## config.mk

```make
export PLATFORM = sky130hd
export DESIGN_NAME = tdc_readout_ctrl
export DESIGN_NICKNAME = d
export VERILOG_FILES = /design/src/rtl/tdc_readout_ctrl.sv
export SDC_FILE = /design/constraint.sdc
export NUM_CORES = 1
export LEC_CHECK = 0
export ABC_AREA = 1
export CAP_MARGIN = 20
export CORE_ASPECT_RATIO = 1.1
export CORE_UTILIZATION = 53
export CTS_CLUSTER_SIZE = 12
export DETAILED_ROUTE_END_ITERATION = 7
export GPL_TIMING_DRIVEN = 0
export PLACE_DENSITY_LB_ADDON = 0.12
export SKIP_CTS_REPAIR_TIMING = 1
export SLEW_MARGIN = 20
export SYNTH_ARGS = -nofsm -noshare
export SYNTH_HDL_FRONTEND = slang
export SYNTH_SLANG_ARGS = --single-unit
```

## constraint.sdc

```tcl
create_clock -name clk -period 4.5 [get_ports clk]
set_clock_uncertainty 0.05 [all_clocks]
set_input_delay 1.125 -clock clk [delete_from_list [all_inputs] [get_ports clk]]
set_output_delay 1.125 -clock clk [all_outputs]
set_load 0.03 [all_outputs]
```

## src/rtl/tdc_readout_ctrl.sv

```systemverilog
// -----------------------------------------------------------------------------
// tdc_readout_ctrl
// Host-side sequencer for the tdc measurement core. A start request fires an
// activate/deactivate pulse pair separated by a programmable gap and waits for
// the core to settle. It then walks out_sel over every output byte to assemble
// the measurement word, and finally offers that word on a valid/ready
// handshake. All outputs come straight from registers.
// -----------------------------------------------------------------------------
module tdc_readout_ctrl #(
    parameter int NUM_BYTES     = 8,
    parameter int SETTLE_CYCLES = 4,
    parameter int READ_WAIT     = 2
) (
    input  logic                   clk,
    input  logic                   rst,
    input  logic                   start,
    input  logic [7:0]             delay_cfg,
    input  logic [2:0]             bit_sel_cfg,
    output logic                   ro_activate,
    output logic                   ro_deactivate,
    output logic [2:0]             bit_sel,
    output logic [2:0]             out_sel,
    input  logic [7:0]             tdc_byte,
    output logic [8*NUM_BYTES-1:0] result,
    output logic                   result_valid,
    input  logic                   result_ready,
    output logic                   busy
);

    // The shared counter serves both the GAP phase (up to 255) and the SETTLE
    // phase, so it is at least 8 bits and grows if SETTLE_CYCLES is large.
    localparam int SET_W  = $clog2(SETTLE_CYCLES + 1);
    localparam int CNT_W  = (SET_W > 8) ? SET_W : 8;
    localparam int WAIT_W = (READ_WAIT > 0) ? $clog2(READ_WAIT + 1) : 1;

    localparam logic [CNT_W-1:0]  CNT_ONE     = CNT_W'(1);
    localparam logic [CNT_W-1:0]  SETTLE_LAST = CNT_W'(SETTLE_CYCLES - 1);
    localparam logic [WAIT_W-1:0] WAIT_ONE    = WAIT_W'(1);
    localparam logic [WAIT_W-1:0] WAIT_LOAD   = WAIT_W'(READ_WAIT);
    localparam logic [2:0]        LAST_BYTE   = 3'(NUM_BYTES - 1);

    typedef enum logic [2:0] {
        S_IDLE   = 3'd0,
        S_ARM    = 3'd1,
        S_GAP    = 3'd2,
        S_STOP   = 3'd3,
        S_SETTLE = 3'd4,
        S_READ   = 3'd5,
        S_DONE   = 3'd6
    } state_t;

    state_t                   state_q;
    logic [7:0]               delay_q;
    logic [CNT_W-1:0]         cnt_q;
    logic [WAIT_W-1:0]        wait_q;
    logic                     act_q;
    logic                     deact_q;
    logic [2:0]               bit_sel_q;
    logic [2:0]               out_sel_q;
    logic [8*NUM_BYTES-1:0]   result_q;
    logic                     valid_q;
    logic                     busy_q;

    // Sequencer: state, phase counters and every registered output advance together,
    // so each output already holds the value that belongs to the state being entered.
    always_ff @(posedge clk) begin
        if (rst) begin
            state_q   <= S_IDLE;
            delay_q   <= '0;
            cnt_q     <= '0;
            wait_q    <= '0;
            act_q     <= 1'b0;
            deact_q   <= 1'b0;
            bit_sel_q <= '0;
            out_sel_q <= '0;
            result_q  <= '0;
            valid_q   <= 1'b0;
            busy_q    <= 1'b0;
        end else begin
            case (state_q)
                S_IDLE: begin
                    // Configuration is captured once so the host may change it mid-run.
                    if (start) begin
                        delay_q   <= delay_cfg;
                        bit_sel_q <= bit_sel_cfg;
                        act_q     <= 1'b1;
                        busy_q    <= 1'b1;
                        state_q   <= S_ARM;
                    end
                end

                S_ARM: begin
                    act_q <= 1'b0;
                    if (delay_q == 8'd0) begin
                        // Zero gap: deactivate lands on the cycle right after activate.
                        deact_q <= 1'b1;
                        state_q <= S_STOP;
                    end else begin
                        cnt_q   <= CNT_W'(delay_q) - CNT_ONE;
                        state_q <= S_GAP;
                    end
                end

                S_GAP: begin
                    if (cnt_q == '0) begin
                        deact_q <= 1'b1;
                        state_q <= S_STOP;
                    end else begin
                        cnt_q <= cnt_q - CNT_ONE;
                    end
                end

                S_STOP: begin
                    deact_q <= 1'b0;
                    cnt_q   <= SETTLE_LAST;
                    state_q <= S_SETTLE;
                end

                S_SETTLE: begin
                    if (cnt_q == '0) begin
                        out_sel_q <= '0;
                        wait_q    <= WAIT_LOAD;
                        state_q   <= S_READ;
                    end else begin
                        cnt_q <= cnt_q - CNT_ONE;
                    end
                end

                S_READ: begin
                    // tdc_byte follows out_sel combinationally; it is taken on the last
                    // cycle of each hold window so the core output has had time to settle.
                    if (wait_q == '0) begin
                        for (int k = 0; k < NUM_BYTES; k++) begin
                            if (out_sel_q == 3'(k)) begin
                                result_q[8*k +: 8] <= tdc_byte;
                            end
                        end
                        if (out_sel_q == LAST_BYTE) begin
                            out_sel_q <= '0;
                            valid_q   <= 1'b1;
                            state_q   <= S_DONE;
                        end else begin
                            out_sel_q <= out_sel_q + 3'd1;
                            wait_q    <= WAIT_LOAD;
                        end
                    end else begin
                        wait_q <= wait_q - WAIT_ONE;
                    end
                end

                S_DONE: begin
                    // result is left untouched after the handshake; only the next
                    // READ overwrites it.
                    if (result_ready) begin
                        valid_q   <= 1'b0;
                        busy_q    <= 1'b0;
                        bit_sel_q <= '0;
                        state_q   <= S_IDLE;
                    end
                end

                default: begin
                    state_q <= S_IDLE;
                end
            endcase
        end
    end

    assign ro_activate   = act_q;
    assign ro_deactivate = deact_q;
    assign bit_sel       = bit_sel_q;
    assign out_sel       = out_sel_q;
    assign result        = result_q;
    assign result_valid  = valid_q;
    assign busy          = busy_q;

endmodule
```

# == Yosys cells after proc, flatten, opt, wreduce, memory -nomap -nowiden ==
# Index checks and enable logic that the tools add are counted.
# Widths: inputs -> output; s select.
# classes
n_eq_ne,23
reduce_logical,29
n_addsub,4
n_mux,31
# ops
op,count
$reduce_and 3->1,13
$mux 3,10
$pmux 8 s3,1
$eq 3x3->1 const B,7
$pmux 3 s7,1
$ne 2x2->1 const B,9
$logic_not 8->1,2
$mux 8,2
$sub 8x1->8 const B,2
$eq 3x2->1 const B,4
$pmux 3 s2,2
$reduce_bool 2->1,4
$mux 1,7
$eq 3x1->1 const B,2
$logic_not 3->1,2
$mux 2,3
$pmux 1 s2,3
$reduce_and 6->1,1
$reduce_bool 3->1,2
$pmux 2 s2,1
$reduce_and 2->1,2
$reduce_and 4->1,1
$add 3x1->3 const B,1
$ne 3x3->1 const B,1
4 further kinds,4
# word_totals
regBits,95
out_inout_bits,74
inputBits,23
word_cells,105

# == Depth between registers and ports, before layout ==
# logic_depth
word_depth,4
depth_mapped,14
ltp_nobuf,12

# == Worst setup path after synthesis ==
# No wires, ideal clock.
# synth_path
path_kind,input to register
start,input port rst
end,register delay_q[6]
cell_stages,6
path_slack_ns,2.288
path_buffers,3
arrival_time_ns,2.092
path_cell_list,clkbuf_1 > inv_1 > clkbuf_1 > clkbuf_1 > o21ai_0 > a21oi_1
# synth_rtl
element,line_no,rtl
"start, declared",15,"input logic rst,"
"end signal, assigned",84,delay_q <= delay_cfg;
"end, declared",53,logic [7:0] delay_q;

# == Worst setup path after layout ==
# layout_path
start,"register out_sel_q[2], in the netlist out_sel[2]"
end,output port out_sel[2]
# layout_rtl
element,line_no,rtl
"start, declared",59,logic [2:0] out_sel_q;
"start signal, assigned",143,out_sel_q <= out_sel_q + 3'd1;
"end, declared",22,"output logic [2:0] out_sel,"
# No word-level cell between the ends.

==> run metrics <==
Final ANT Viol Nets=0; status=finished, final reports clean; Slew Viols, Final=0; final instance area=5310 sq um; clk buf depth=2; n_diodes=0; worst stage delay on the critical path=760 ps; GP Congestion=0.896; CP Buf/Inv Count=1; num rows=33; Die Y=94.2 um; yosys warns=0; Sw Share=0.390; Clk Latency, worst-skew pair=370 ps; P&R area growth vs syn=29.7%; Seq/Total Area, Yosys=0.465; HP Class=reg2reg; area fraction of the dominant cell type after synthesis=0.465; worst endpoint data arrival time=1740 ps; initial antenna violation count=0; Crit path max-delay family=buffers and inverters; number of global-route vias before repair=3,706; GRT Total Usage=0.279; synthesized net count=568; Synth Register Bits=95; Clock power frac=0.244; synthesized area=4090 sq um; largest net degree at the start of global routing=18; final core occ=0.710; R2R setup slack=2360 ps; Residual DRC=0; top-count cell post-synth=nor2_1; Core Region=7470 sq um; # IOs=97; Worst Path Required=3320 ps; CP max FO=7; Async SR Flop Fraction=0; DP Wirelength=7720 um; Final Setup Violations=0; cell count after synthesis=536; Critical Path Sink Type=output port; worst slew pin tran=608 ps; Final min period=2910 ps; Fmax achieved=344 MHz; via/cell ratio=5.29; Root Buffer=clkbuf_8; Num CTS Buffers=9; CTS tree=yes; overall power=2.49 mW; critical path startpoint category=flip-flop; final wirelength=10,800 um; Pleak=2.20 nW; share of layout cells above drive strength 1=0.0861; Final Hold Fails=0; PwrDens=469 nW/um^2; Hold WS=427 ps; crit path kind=reg2out; Seq pwr share=0.395; TNS Setup=0 ps; ys flop type=dfxtp_1; Buffers on Ports=87; number of nets in the layout=666; Net Sw Power=970 uW; DR WL/cell=14.5 um; clock sink total=95; final period utilization=0.647; Avg Synthesized Cell Area=7.64 sq um; # H-tree levels=3; first-pass GRT wire length=17,400 um; DR iter-0 viols=174; Post-synth EDFFs=0; RSZ-0062 raised after global routing=false; Filler cells=640; Synth top cells by count=nor2_1 (146), dfxtp_1 (95), o21ai_0 (83); Yosys top cell by area=dfxtp_1; clock-pin slew of the registers on the worst-case setup and hold paths=90 ps; CP max stage cell=clkdlybuf4s50_1; Rel. slew slack=0.594; Post-DP Area=5090 sq um; Initial Util=0.548; Comb pwr share=0.362; Max-Cap Viols=0; total grt overflow=0; overall die width=85.8 um; Die Area=8080 sq um; Pre-Repair DR Iteration Count=4; largest cells by area after synthesis=dfxtp_1 (46%), nor2_1 (13%), o21ai_0 (10%), nand2_1 (3.8%), inv_1 (3.6%); VDD IR max=0.000226 V; Yosys cell types=29; CP cell instances=clkdlybuf4s50_1; overall via count from detail_route=3,937; internal power=1.52 mW
-- area by class of cell --
| cell class | instances | area [sq um] | area share |
|---|---|---|---|
| Multi-Input combinational cell | 371 | 1910 | 0.360 |
| Sequential cell | 95 | 1900 | 0.358 |
| Timing Repair Buffer | 87 | 871 | 0.164 |
| Inverter | 48 | 180 | 0.0339 |
| Clock buffer | 10 | 138 | 0.0259 |
| Tap cell | 105 | 131 | 0.0248 |
| Buffer | 22 | 97.6 | 0.0184 |
| Clock inverter | 6 | 75.1 | 0.0141 |
-- sequential cells by signal, indices dropped and copies added, names as in the netlist --
signal,cells
result,64
cnt_q,8
delay_q,8
bit_sel,3
out_sel,3
state_q,3
wait_q,2
busy,1
result_valid,1
ro_activate,1
ro_deactivate,1
-- logic make-up (layout without fill, tap and decap cells) --
family	after synthesis	in the layout	synth area share
xor gates and xnor gates	1	1	0.00214
DFF	95	95	0.465
and+or+nand+nor	244	244	0.290
adders and majority gates	9	9	0.0275
buffers and inverters	70	173	0.0679
AOI/OAI and AO/OA	117	117	0.148
-- placed cells by master, fill, tap and decap left out, types with 7 or more instances in the layout --
master	Yosys	layout
o21ai_0	83	83
clkbuf_8	0	10
inv_2	9	9
nand3_1	26	26
buf_1	9	9
clkbuf_1	11	11
nand2_2	7	7
clkdlybuf4s50_1	0	87
ha_1	9	9
nand2_1	41	41
dfxtp_1	95	95
a21oi_1	25	25
inv_1	39	39
nor2_1	146	146
-- stage by stage --
| stage | setup WS (ps) | std cells |
|---|---|---|
| after floorplan | 2290 | 536 |
| after global placement | 1640 | 728 |
| after detailed placement | 1610 | 728 |
| after CTS | 1580 | 744 |
| after global routing | 1520 | 744 |
| final | 1590 | 744 |
-- power groups by stage --
stage	logic, mW	registers [mW]	clock network (mW)
after floorplan	0.643	1.04	0
after global placement	0.867	0.997	0
after detailed placement	0.887	1.00	0
after CTS	0.895	0.981	0.609
final	0.901	0.982	0.606
after global routing	1.00	0.991	0.645
-- final timing paths --
kind / endpoint / cells past startpoint / startpoint
max: out_sel[2] / 1 / out_sel[2]$_SDFFE_PP0P_
min: ro_activate$_SDFFE_PP0P_ / 2 / ro_activate$_SDFFE_PP0P_
max reg2reg: wait_q[1]$_SDFFE_PP0P_ / 8 / out_sel[2]$_SDFFE_PP0P_
min reg2reg: ro_activate$_SDFFE_PP0P_ / 2 / ro_activate$_SDFFE_PP0P_
-- per-layer routing --
layer / share of wire / vias up / global-route usage / wire (um)
li1: - / 1926 / - / -
met1: 0.42 / 1885 / 0.324 / 4550
met2: 0.50 / 114 / 0.487 / 5380
met3: 0.069 / 12 / 0.0677 / 748
met4: 0.012 / 0 / 0.117 / 127
met5: 0 / - / 0 / 0
No activity file was read; power rests on OpenSTA's default activity.
